### src/rtl/pacman_pkg.sv
// Shared constants for the player sprite: screen and sprite dimensions,
// direction encodings, PS/2 key codes and the key decoder.
package pacman_pkg;

   localparam int unsigned DEF_SCREEN_W    = 640;
   localparam int unsigned DEF_SCREEN_H    = 480;
   localparam int unsigned DEF_SPRITE_W    = 32;
   localparam int unsigned DEF_SPRITE_H    = 32;
   localparam int unsigned DEF_STEP_PX     = 2;
   localparam int unsigned DEF_STEP_FRAMES = 2;
   localparam int unsigned DEF_START_X     = 304;
   localparam int unsigned DEF_START_Y     = 224;

   localparam logic [1:0] DIR_RIGHT = 2'b00;
   localparam logic [1:0] DIR_UP    = 2'b01;
   localparam logic [1:0] DIR_LEFT  = 2'b10;
   localparam logic [1:0] DIR_DOWN  = 2'b11;

   localparam logic [7:0] KEY_RIGHT = 8'h74;
   localparam logic [7:0] KEY_UP    = 8'h75;
   localparam logic [7:0] KEY_LEFT  = 8'h6B;
   localparam logic [7:0] KEY_DOWN  = 8'h72;

   typedef struct packed {
      logic       valid;
      logic [1:0] dir;
   } dir_req_t;

   function automatic dir_req_t decode_key(input logic [7:0] code);
      dir_req_t r;
      r.valid = 1'b1;
      r.dir   = DIR_RIGHT;
      case (code)
         KEY_RIGHT: r.dir = DIR_RIGHT;
         KEY_UP:    r.dir = DIR_UP;
         KEY_LEFT:  r.dir = DIR_LEFT;
         KEY_DOWN:  r.dir = DIR_DOWN;
         default:   r.valid = 1'b0;
      endcase
      return r;
   endfunction

endpackage

### src/rtl/pacman_frame_tick_gen.sv
// Step timer: detects the falling edge of vertical sync and divides the
// frame rate by STEP_FRAMES, producing a single-cycle tick on each wrap.
module frame_tick_gen
   import pacman_pkg::*;
#(
   parameter int unsigned STEP_FRAMES = DEF_STEP_FRAMES
) (
   input  logic vga_clk,
   input  logic reset,
   input  logic vs_n,
   output logic tick
);

   logic       vs_n_q;
   logic       vs_fall;
   logic [3:0] frame_cnt;

   assign vs_fall = vs_n_q & ~vs_n;
   assign tick    = vs_fall && (frame_cnt == 4'(STEP_FRAMES - 1));

   // previous vs_n sample and frame divider, advanced once per frame
   always_ff @(posedge vga_clk or posedge reset) begin
      if (reset) begin
         vs_n_q    <= 1'b1;
         frame_cnt <= '0;
      end else begin
         vs_n_q <= vs_n;
         if (vs_fall) begin
            frame_cnt <= tick ? '0 : frame_cnt + 4'd1;
         end
      end
   end

endmodule

### src/rtl/pacman_motion_ctrl.sv
// Player sprite motion sequencer: latches the requested direction, tries
// the queued turn then the current heading against the maze-wall lookup,
// and commits the new position only during vertical sync.
module pacman_motion_ctrl
   import pacman_pkg::*;
#(
   parameter int unsigned SCREEN_W    = DEF_SCREEN_W,
   parameter int unsigned SCREEN_H    = DEF_SCREEN_H,
   parameter int unsigned SPRITE_W    = DEF_SPRITE_W,
   parameter int unsigned SPRITE_H    = DEF_SPRITE_H,
   parameter int unsigned STEP_PX     = DEF_STEP_PX,
   parameter int unsigned STEP_FRAMES = DEF_STEP_FRAMES,
   parameter int unsigned START_X     = DEF_START_X,
   parameter int unsigned START_Y     = DEF_START_Y
) (
   input  logic       vga_clk,
   input  logic       reset,
   input  logic       vs_n,
   input  logic [7:0] key_code,
   input  logic       wall_ack,
   input  logic       wall_hit,
   output logic       wall_req,
   output logic [9:0] cand_x,
   output logic [8:0] cand_y,
   output logic [9:0] sprite_x,
   output logic [8:0] sprite_y,
   output logic [1:0] dir,
   output logic       moving,
   output logic       step_done
);

   localparam logic [10:0] XMAX_11 = 11'(SCREEN_W - SPRITE_W);
   localparam logic [9:0]  XMAX_10 = 10'(SCREEN_W - SPRITE_W);
   localparam logic [9:0]  YMAX_10 = 10'(SCREEN_H - SPRITE_H);
   localparam logic [10:0] STEP_11 = 11'(STEP_PX);
   localparam logic [9:0]  STEP_10 = 10'(STEP_PX);
   localparam logic [8:0]  STEP_9  = 9'(STEP_PX);

   localparam logic [2:0] ST_IDLE   = 3'd0;
   localparam logic [2:0] ST_TRY_Q  = 3'd1;
   localparam logic [2:0] ST_WAIT_Q = 3'd2;
   localparam logic [2:0] ST_TRY_C  = 3'd3;
   localparam logic [2:0] ST_WAIT_C = 3'd4;
   localparam logic [2:0] ST_COMMIT = 3'd5;
   localparam logic [2:0] ST_HOLD   = 3'd6;

   logic [2:0]  state;
   logic        tick;
   dir_req_t    key_req;
   dir_req_t    queued;
   logic [1:0]  turn_dir;
   logic [1:0]  try_dir;
   logic [10:0] x_sum;
   logic [9:0]  y_sum;
   logic [9:0]  nx;
   logic [8:0]  ny;
   logic        blocked;

   frame_tick_gen #(
      .STEP_FRAMES(STEP_FRAMES)
   ) u_frame_tick_gen (
      .vga_clk(vga_clk),
      .reset  (reset),
      .vs_n   (vs_n),
      .tick   (tick)
   );

   assign key_req = decode_key(key_code);
   assign try_dir = (state == ST_TRY_Q) ? queued.dir : dir;
   assign x_sum   = {1'b0, sprite_x} + STEP_11;
   assign y_sum   = {1'b0, sprite_y} + STEP_10;

   // next position in try_dir: horizontal tunnel wrap, vertical edges block
   always_comb begin
      nx      = sprite_x;
      ny      = sprite_y;
      blocked = 1'b0;
      case (try_dir)
         DIR_RIGHT: nx = (x_sum > XMAX_11) ? '0 : x_sum[9:0];
         DIR_LEFT:  nx = (sprite_x < STEP_10) ? XMAX_10 : sprite_x - STEP_10;
         DIR_UP: begin
            if (sprite_y < STEP_9) blocked = 1'b1;
            else                   ny = sprite_y - STEP_9;
         end
         DIR_DOWN: begin
            if (y_sum > YMAX_10) blocked = 1'b1;
            else                 ny = y_sum[8:0];
         end
      endcase
   end

   // key latch, step sequencer, wall handshake and position commit
   always_ff @(posedge vga_clk or posedge reset) begin
      if (reset) begin
         state     <= ST_IDLE;
         queued    <= '0;
         turn_dir  <= DIR_LEFT;
         dir       <= DIR_LEFT;
         sprite_x  <= 10'(START_X);
         sprite_y  <= 9'(START_Y);
         moving    <= 1'b0;
         wall_req  <= 1'b0;
         cand_x    <= '0;
         cand_y    <= '0;
         step_done <= 1'b0;
      end else begin
         step_done <= 1'b0;
         if (key_req.valid) queued <= key_req;
         case (state)
            ST_IDLE: begin
               if (tick) begin
                  state <= (queued.valid && (queued.dir != dir)) ? ST_TRY_Q : ST_TRY_C;
               end
            end
            ST_TRY_Q: begin
               // turn_dir pins the direction under test; queued may change mid-handshake
               turn_dir <= queued.dir;
               if (blocked) begin
                  state <= ST_TRY_C;
               end else begin
                  cand_x   <= nx;
                  cand_y   <= ny;
                  wall_req <= 1'b1;
                  state    <= ST_WAIT_Q;
               end
            end
            ST_WAIT_Q: begin
               if (wall_ack) begin
                  wall_req <= 1'b0;
                  if (!wall_hit) begin
                     dir          <= turn_dir;
                     queued.valid <= 1'b0;
                     state        <= ST_COMMIT;
                  end else begin
                     state <= ST_TRY_C;
                  end
               end
            end
            ST_TRY_C: begin
               if (blocked) begin
                  state <= ST_HOLD;
               end else begin
                  cand_x   <= nx;
                  cand_y   <= ny;
                  wall_req <= 1'b1;
                  state    <= ST_WAIT_C;
               end
            end
            ST_WAIT_C: begin
               if (wall_ack) begin
                  wall_req <= 1'b0;
                  state    <= wall_hit ? ST_HOLD : ST_COMMIT;
               end
            end
            ST_COMMIT: begin
               if (!vs_n) begin
                  sprite_x  <= cand_x;
                  sprite_y  <= cand_y;
                  moving    <= 1'b1;
                  step_done <= 1'b1;
                  state     <= ST_IDLE;
               end
            end
            ST_HOLD: begin
               moving    <= 1'b0;
               step_done <= 1'b1;
               state     <= ST_IDLE;
            end
            default: state <= ST_IDLE;
         endcase
      end
   end

endmodule

### config.mk
export PLATFORM = sky130hd
export DESIGN_NAME = pacman_motion_ctrl
export DESIGN_NICKNAME = d
export VERILOG_FILES = /design/src/rtl/pacman_pkg.sv /design/src/rtl/pacman_frame_tick_gen.sv /design/src/rtl/pacman_motion_ctrl.sv
export SDC_FILE = /design/constraint.sdc
export NUM_CORES = 1
export LEC_CHECK = 0
export BUFFER_PORTS_ARGS = -buffer_cell sky130_fd_sc_hd__buf_2
export CAP_MARGIN = 15
export CORE_ASPECT_RATIO = 1.75
export CORE_MARGIN = 2
export CORE_UTILIZATION = 35
export CTS_CLUSTER_DIAMETER = 120
export DETAILED_ROUTE_END_ITERATION = 12
export GPL_TIMING_DRIVEN = 1
export REMOVE_ABC_BUFFERS = 1
export SETUP_SLACK_MARGIN = 0.3
export SYNTH_ARGS = -nofsm -noshare
export SYNTH_HDL_FRONTEND = slang
export SYNTH_SLANG_ARGS = --single-unit
### constraint.sdc
create_clock -name vga_clk -period 5.4 [get_ports vga_clk]
set_input_delay 0.27 -clock vga_clk [delete_from_list [all_inputs] [get_ports vga_clk]]
set_output_delay 0.27 -clock vga_clk [all_outputs]
set_load 0.03 [all_outputs]
==> results of run 1 <==
[sequential cells by signal (all words and copies together) (netlist names)]
signal and cells:
cand_x 10, sprite_x 10, cand_y 9, sprite_y 9, u_frame_tick_gen.frame_cnt 4, queued 3
state 3, dir 2, turn_dir 2, moving 1, step_done 1, u_frame_tick_gen.vs_n_q 1
wall_req 1
[through the flow]
step / hold slack [ns] / util [%] / cells / power [W] / worst slack (ns)
after global routing: 0.132 / 40.9 / 581 / 0.00278 / 2.15
final: 0.140 / 40.9 / 581 / 0.00258 / 2.38
after global placement: 0.284 / 39.1 / 572 / 0.00217 / 2.44
after floorplan: 0.274 / - / 388 / 0.00180 / 2.70
after CTS: 0.133 / 40.9 / 581 / 0.00259 / 2.37
after detailed placement: 0.292 / 39.1 / 572 / 0.00219 / 2.39
[where the power goes]
group          total [W]  internal [W]  switching (W)
Combinational    0.00133      0.000500       0.000830
Sequential      0.000853      0.000591       0.000262
Clock           0.000392      0.000244       0.000147
[final timing paths]
| kind | from | endpoint | slack, ns |
|---|---|---|---|
| min in group asynchronous | reset | moving | 0.51 |
| max | sprite_y[1] | cand_x[3] | 2.38 |
| max in group asynchronous | reset | dir[1] | 4.00 |
| max reg2reg | sprite_y[1] | cand_x[3] | 2.38 |
| min | vs_n | u_frame_tick_gen.vs_n_q | 0.14 |
| min reg2reg | cand_y[5] | cand_y[5] | 0.50 |
[worst max-delay path: stages (launching register included)]
cell and delay [ns]:
dfrtp_1 0.50, ha_1 0.41, nor4_1 0.09, o211ai_1 0.42, a31oi_1 0.24, o2111ai_4 0.82
mux2_2 0.42
[placed cells by master (no fill, tap or decap), types with 3 or more instances in the layout]
cell type and instances:
nor3b_1 5, mux2_2 21, or4_1 3, or3_1 3
a32oi_1 3, inv_1 15, nand3b_1 3, nand2_1 47
a221oi_1 4, and3_1 3, a21oi_1 23, a21o_1 5
xnor2_1 8, nor3_1 14, xor2_1 5, o21ai_0 38
ha_1 6, dfstp_2 9, nand3_1 8, nand2b_1 6
nor4b_1 3, nor4_1 5, a31oi_1 10, mux2i_1 5
nor2_1 24, nand4_1 4, buf_2 55, nor2b_1 12
clkbuf_16 5, dfrtp_1 47
[logic make-up after synthesis]
family,after synthesis
AO/OA/AOI/OAI,109
XOR/XNOR,13
adder cells (fa/ha/maj),6
buffers and inverters,42
flip-flops,56
multiplexers,28
AND/OR/NAND/NOR,160
[area by class of cell]
| type | count | area share (%) |
|---|---|---|
| Sequential cell | 56 | 33.5 |
| Clock inverter | 1 | 0.712 |
| Tap cell | 127 | 3.77 |
| Multi-Input combinational cell | 316 | 49.9 |
| Timing Repair Buffer | 58 | 7.12 |
| Clock buffer | 7 | 3.62 |
| Inverter | 16 | 1.42 |
[synthesized netlist by cell type (4+ instances only)]
master | number | area share (%)
nor3b_1 | 5 | 1.0
o21ai_0 | 38 | 5.1
mux2i_1 | 5 | 1.4
xnor2_1 | 8 | 1.9
a221oi_1 | 4 | 0.95
xor2_1 | 5 | 1.2
buf_2 | 9 | 1.2
inv_1 | 16 | 1.6
dfstp_2 | 9 | 6.4
clkbuf_1 | 10 | 1.0
mux2_2 | 21 | 6.4
nor4_1 | 5 | 0.84
nand3_1 | 8 | 1.1
a21o_1 | 5 | 1.0
nor3_1 | 14 | 1.9
ha_1 | 6 | 2.0
buf_4 | 6 | 1.2
nor2_1 | 24 | 2.4
nand2b_1 | 6 | 1.0
dfrtp_1 | 47 | 32
a21oi_1 | 23 | 3.1
nor2b_1 | 12 | 2.0
a31oi_1 | 10 | 1.7
nand2_1 | 47 | 4.8
nand4_1 | 4 | 0.68
[repair_timing]
action                    4_1_cts  5_1_grt
buffers inserted                0        0
hold endpoints to repair       14        0
hold buffers                    1        0
[layer usage]
metal	track usage (%)	vias to the layer above	share of wire, %
met5	0	-	0
met4	7.02	0	2.3
met3	2.77	14	3.4
met2	31.5	64	55
met1	19.3	1642	40
li1	-	1579	-
==> qor.txt, run 1 <==
Hold Fails Final Rpt -> 0
# port buffers -> 55
Syn Area/Cell -> 8.95 sq um
R2R cell count -> 6
Post-Synth XOR/XNOR Area -> 3.07%
Pwr dens -> 611 nW/um^2
Initial Util -> 36.0%
DP HPWL -> 6880 um
Clock buffer depth -> 2
Setup Crit Path Kind -> register to register
Status -> completed
Synth-to-Final Area Change -> 13.8%
Actual slew at the worst max-slew pin -> 1.06 ns
GPL Wtd Cong -> 0.864
Fin. max-slew vios -> 0
Via density -> 5.68
Crit path time final -> 3.02 ns
Worst-skew pair later-pin latency -> 0.30 ns
Drt pass-1 iters -> 5
Total CTS buffers -> 5
Post-Synthesis Cell Area -> 3710 sq um
Synth Area in Compound Gates -> 19.3%
Placed inst area -> 4030 sq um
Critical Path Source Type -> register
Worst-path fanout max -> 37
MaxCap Viol Count -> 0
Fin area -> 4220 sq um
Number of global-route vias before repair -> 3281
Post-CTS Resized -> 0
Sequential Area -> 1410 sq um
Share of layout cells above drive strength 1 -> 25.3%
CTS root buf -> clkbuf_16
Seq/Total Area, Yosys -> 38.1%
TritonCTS clock tree -> done
Antenna viol nets, final -> 0
Post-Synth Simple-Gate Area -> 23.6%
Period utilization -> 55.9%
Antenna violations before repair -> 0
CP endpoint kind -> register
H-Tree Depth -> 2
I/O pin total -> 56
Die X -> 81.8 um
Core ar. -> 10300 sq um
First-pass GRT wire length -> 15700 um
Largest net degree at the start of global routing -> 39
Setup violators final -> 0
Yosys cell types -> 71
Via count -> 3299
Fmax -> 331 MHz
Hold Crit Class -> primary input to register
Syn Inst Count -> 414
Yosys reg bits -> 56
GRT Overall Usage -> 17.3%
Global route total overflow -> 0
Worst vdd ir -> 0.232 mV
LEAKAGE -> 1.86 nW
Multi-input logic area -> 2100 sq um
WHS Path Cells -> 1
Wire per inst -> 16.3 um
Filler cells -> 1065
Setup_tns -> 0 ns
Relative slew slack -> 27.1%
DRC Markers -> 0
NumNets Final -> 472
Adder-cell share of the synthesized area -> 2.03%
Asr flop ratio synth -> 100%
Die ar. -> 11500 sq um
Ys flop type -> dfrtp_1
Combinational family with the most area after synthesis -> simple AND/OR/NAND/NOR gates
Die Height -> 140 um
Post-synth EDFFs -> 0
Drt total wl -> 9450 um
Row cnt -> 49
RSZ-0062 raised after global routing -> no
Final Skew -> 0.00298 ns
Iteration-0 DRC Markers -> 185
Worst EP arrival -> 3.20 ns
Clock sink count -> 56
Clock transition at path regs -> 0.07 ns
CP required -> 5.58 ns
Synth warnings -> 0
Ant. Diodes -> 0
Post-synthesis mux area share -> 8.51%
(Power assumes the default switching activity.)
==> run 2: changes to the inputs <==
- clock period: 5.4 -> 2.81 ns (I/O delays scaled with it)
==> run 2 against run 1 <==
Worst hold slack worse by 0.13 ns. Clock skew is 0.0039 ns higher. Die area stayed put. Clock power is 82% higher. Global-route usage is 0.86 points higher. Register-to-register slack worse by 2.0 ns. Routed wire length is 11% higher. Total power is 120% higher. Sequential share of layout area is 3.2 points lower. Final area is 11% higher. Via count is 5.5% higher.
==> qor.txt, run 2 (synthesis results as in run 1) <==
CTS root buf -> clkbuf_16
Setup violators final -> 0 (unchanged)
Clock transition at path regs -> 0.07 ns (about the same)
GRT Overall Usage -> 18.2% (+0.86 points)
Critical Path Source Type -> register
MaxCap Viol Count -> 0 (unchanged)
Crit path time final -> 2.48 ns (-0.543 ns)
Worst EP arrival -> 2.67 ns (-0.53 ns)
LEAKAGE -> 2.10 nW (+13%)
Hold Fails Final Rpt -> 0 (unchanged)
Fin. max-slew vios -> 0 (unchanged)
Share of layout cells above drive strength 1 -> 36.5% (+11 points)
I/O pin total -> 56 (unchanged)
Post-Place Setup Slack -> 0.200 ns (-2.19 ns)
Filler cells -> 1040 (-2.3%)
Antenna viol nets, final -> 0 (unchanged)
Commonest non-fill, non-tap cell in the layout -> buf_2
Iteration-0 DRC Markers -> 146 (-21%)
H-Tree Depth -> 2 (unchanged)
Largest net degree at the start of global routing -> 37 (-5.1%)
WHS Path Cells -> 1 (unchanged)
R2R cell count -> 9 (+3)
Number of global-route vias before repair -> 3392 (+3.4%)
Most frequent cells in the layout -> buf_2 (57), nand2_1 (46), dfrtp_1 (39)
NumNets Final -> 516 (+9.3%)
Row cnt -> 49 (unchanged)
Drt pass-1 iters -> 4 (-1)
Worst-skew pair later-pin latency -> 0.30 ns (about the same)
Worst-path fanout max -> 11 (-70%)
GPL Wtd Cong -> 0.934 (+8.1%)
Global route total overflow -> 0 (unchanged)
Setup Crit Path Kind -> register to register
DRC Markers -> 0 (unchanged)
Final setup margin -> 0.333 ns (-2.05 ns)
Setup_tns -> 0 ns (unchanged)
CP required -> 3.00 ns (-2.58 ns)
Core ar. -> 10300 sq um (unchanged)
Period utilization -> 88.2% (+32 points)
Initial Util -> 36.0% (unchanged)
Ant. Diodes -> 0 (unchanged)
Wire per inst -> 16.7 um (+2.9%)
Clock sink count -> 56 (unchanged)
Pwr dens -> 1190 nW/um^2 (+94%)
DP HPWL -> 7100 um (+3.2%)
Via density -> 5.57 (-2.0%)
TritonCTS clock tree -> done
Die Height -> 140 um (unchanged)
Via count -> 3479 (+5.5%)
Status -> completed
First-pass GRT wire length -> 16400 um (+4.6%)
CP endpoint kind -> register
Die X -> 81.8 um (unchanged)
Die ar. -> 11500 sq um (unchanged)
Actual slew at the worst max-slew pin -> 0.660 ns (-0.403 ns)
# port buffers -> 55 (unchanged)
Drt total wl -> 10500 um (+11%)
Synth-to-Final Area Change -> 26.6%
Antenna violations before repair -> 0 (unchanged)
Final Skew -> 0.00684 ns (+0.00386 ns)
Clock buffer depth -> 2 (unchanged)
Total CTS buffers -> 5 (unchanged)
Largest regs -> cand_x x10, sprite_x x10
Relative slew slack -> 55.4% (+28 points)
Hold Crit Class -> primary input to register
Fmax -> 404 MHz (+22%)
Worst vdd ir -> 0.460 mV (+98%)
RSZ-0062 raised after global routing -> no
-- run 2: per-stage QoR --
| stage | instance area, sq um | utilization, % | hold slack, ns | power, W | instances |
|---|---|---|---|---|---|
| 2_1_floorplan | 3570 | - | 0.145 | 0.00345 | 388 |
| 3_3_place_gp | 4170 | 40.4 | 0.177 | 0.00435 | 589 |
| 3_5_place_dp | 4170 | 40.4 | 0.184 | 0.00441 | 589 |
| 4_1_cts | 4410 | 42.8 | 0.0112 | 0.00523 | 602 |
| 5_1_grt | 4690 | 45.6 | 0.0126 | 0.00595 | 625 |
| 6_report | 4690 | 45.6 | 0.0152 | 0.00557 | 625 |
-- run 2: power by group --
part	total [W]	internal, W	switching (W)
Clock	0.000713	0.000420	0.000293
Sequential	0.00151	0.00115	0.000365
Combinational	0.00335	0.00139	0.00196
Total	0.00557	0.00295	0.00262
-- run 2: timing repair --
action,CTS,global route
hold buffers,1,0
cloned,1,1
pin swaps,2,5
hold endpoints to repair,16,0
buffers inserted,3,22
setup endpoints to repair,9,13
gates resized for setup,9,25
-- run 2: critical path, cell delays in order, from the launching register on --
cell and delay (ns):
dfrtp_2 0.43, buf_4 0.15, a211o_1 0.31, a21oi_2 0.14, o211ai_1 0.19, a31oi_2 0.32, o2111ai_4 0.22, buf_6 0.18
bufbuf_16 0.27, a21o_1 0.17
-- run 2: layout make-up --
cell class              count  area (sq um)  area share [%]
flip-flops and latches     56          1420            30.3
repair buffers            102           689            14.7
multi-input cells         316          2200            46.8
clock inverters             2          35.0           0.746
inverters                  16          60.1            1.28
clock buffers               6           129            2.75
well taps                 127           159            3.39
-- run 2: metal layers --
metal	global-route usage (%)	vias to the layer above	wire (um)
met5	0	-	0
met3	2.13	28	339
met1	20.9	1682	4160
met2	31.8	102	5550
met4	9.65	0	410
li1	-	1667	-
-- run 2: path summary, 6_finish.rpt --
kind	startpoint	end	slack [ns]
max	sprite_y[2]	cand_x[8]	0.33
min	vs_n	u_frame_tick_gen.vs_n_q	0.02
max reg2reg	sprite_y[2]	cand_x[8]	0.33
min reg2reg	cand_y[5]	cand_y[5]	0.50
max in group asynchronous	reset	u_frame_tick_gen.vs_n_q	1.56
min in group asynchronous	reset	moving	0.39
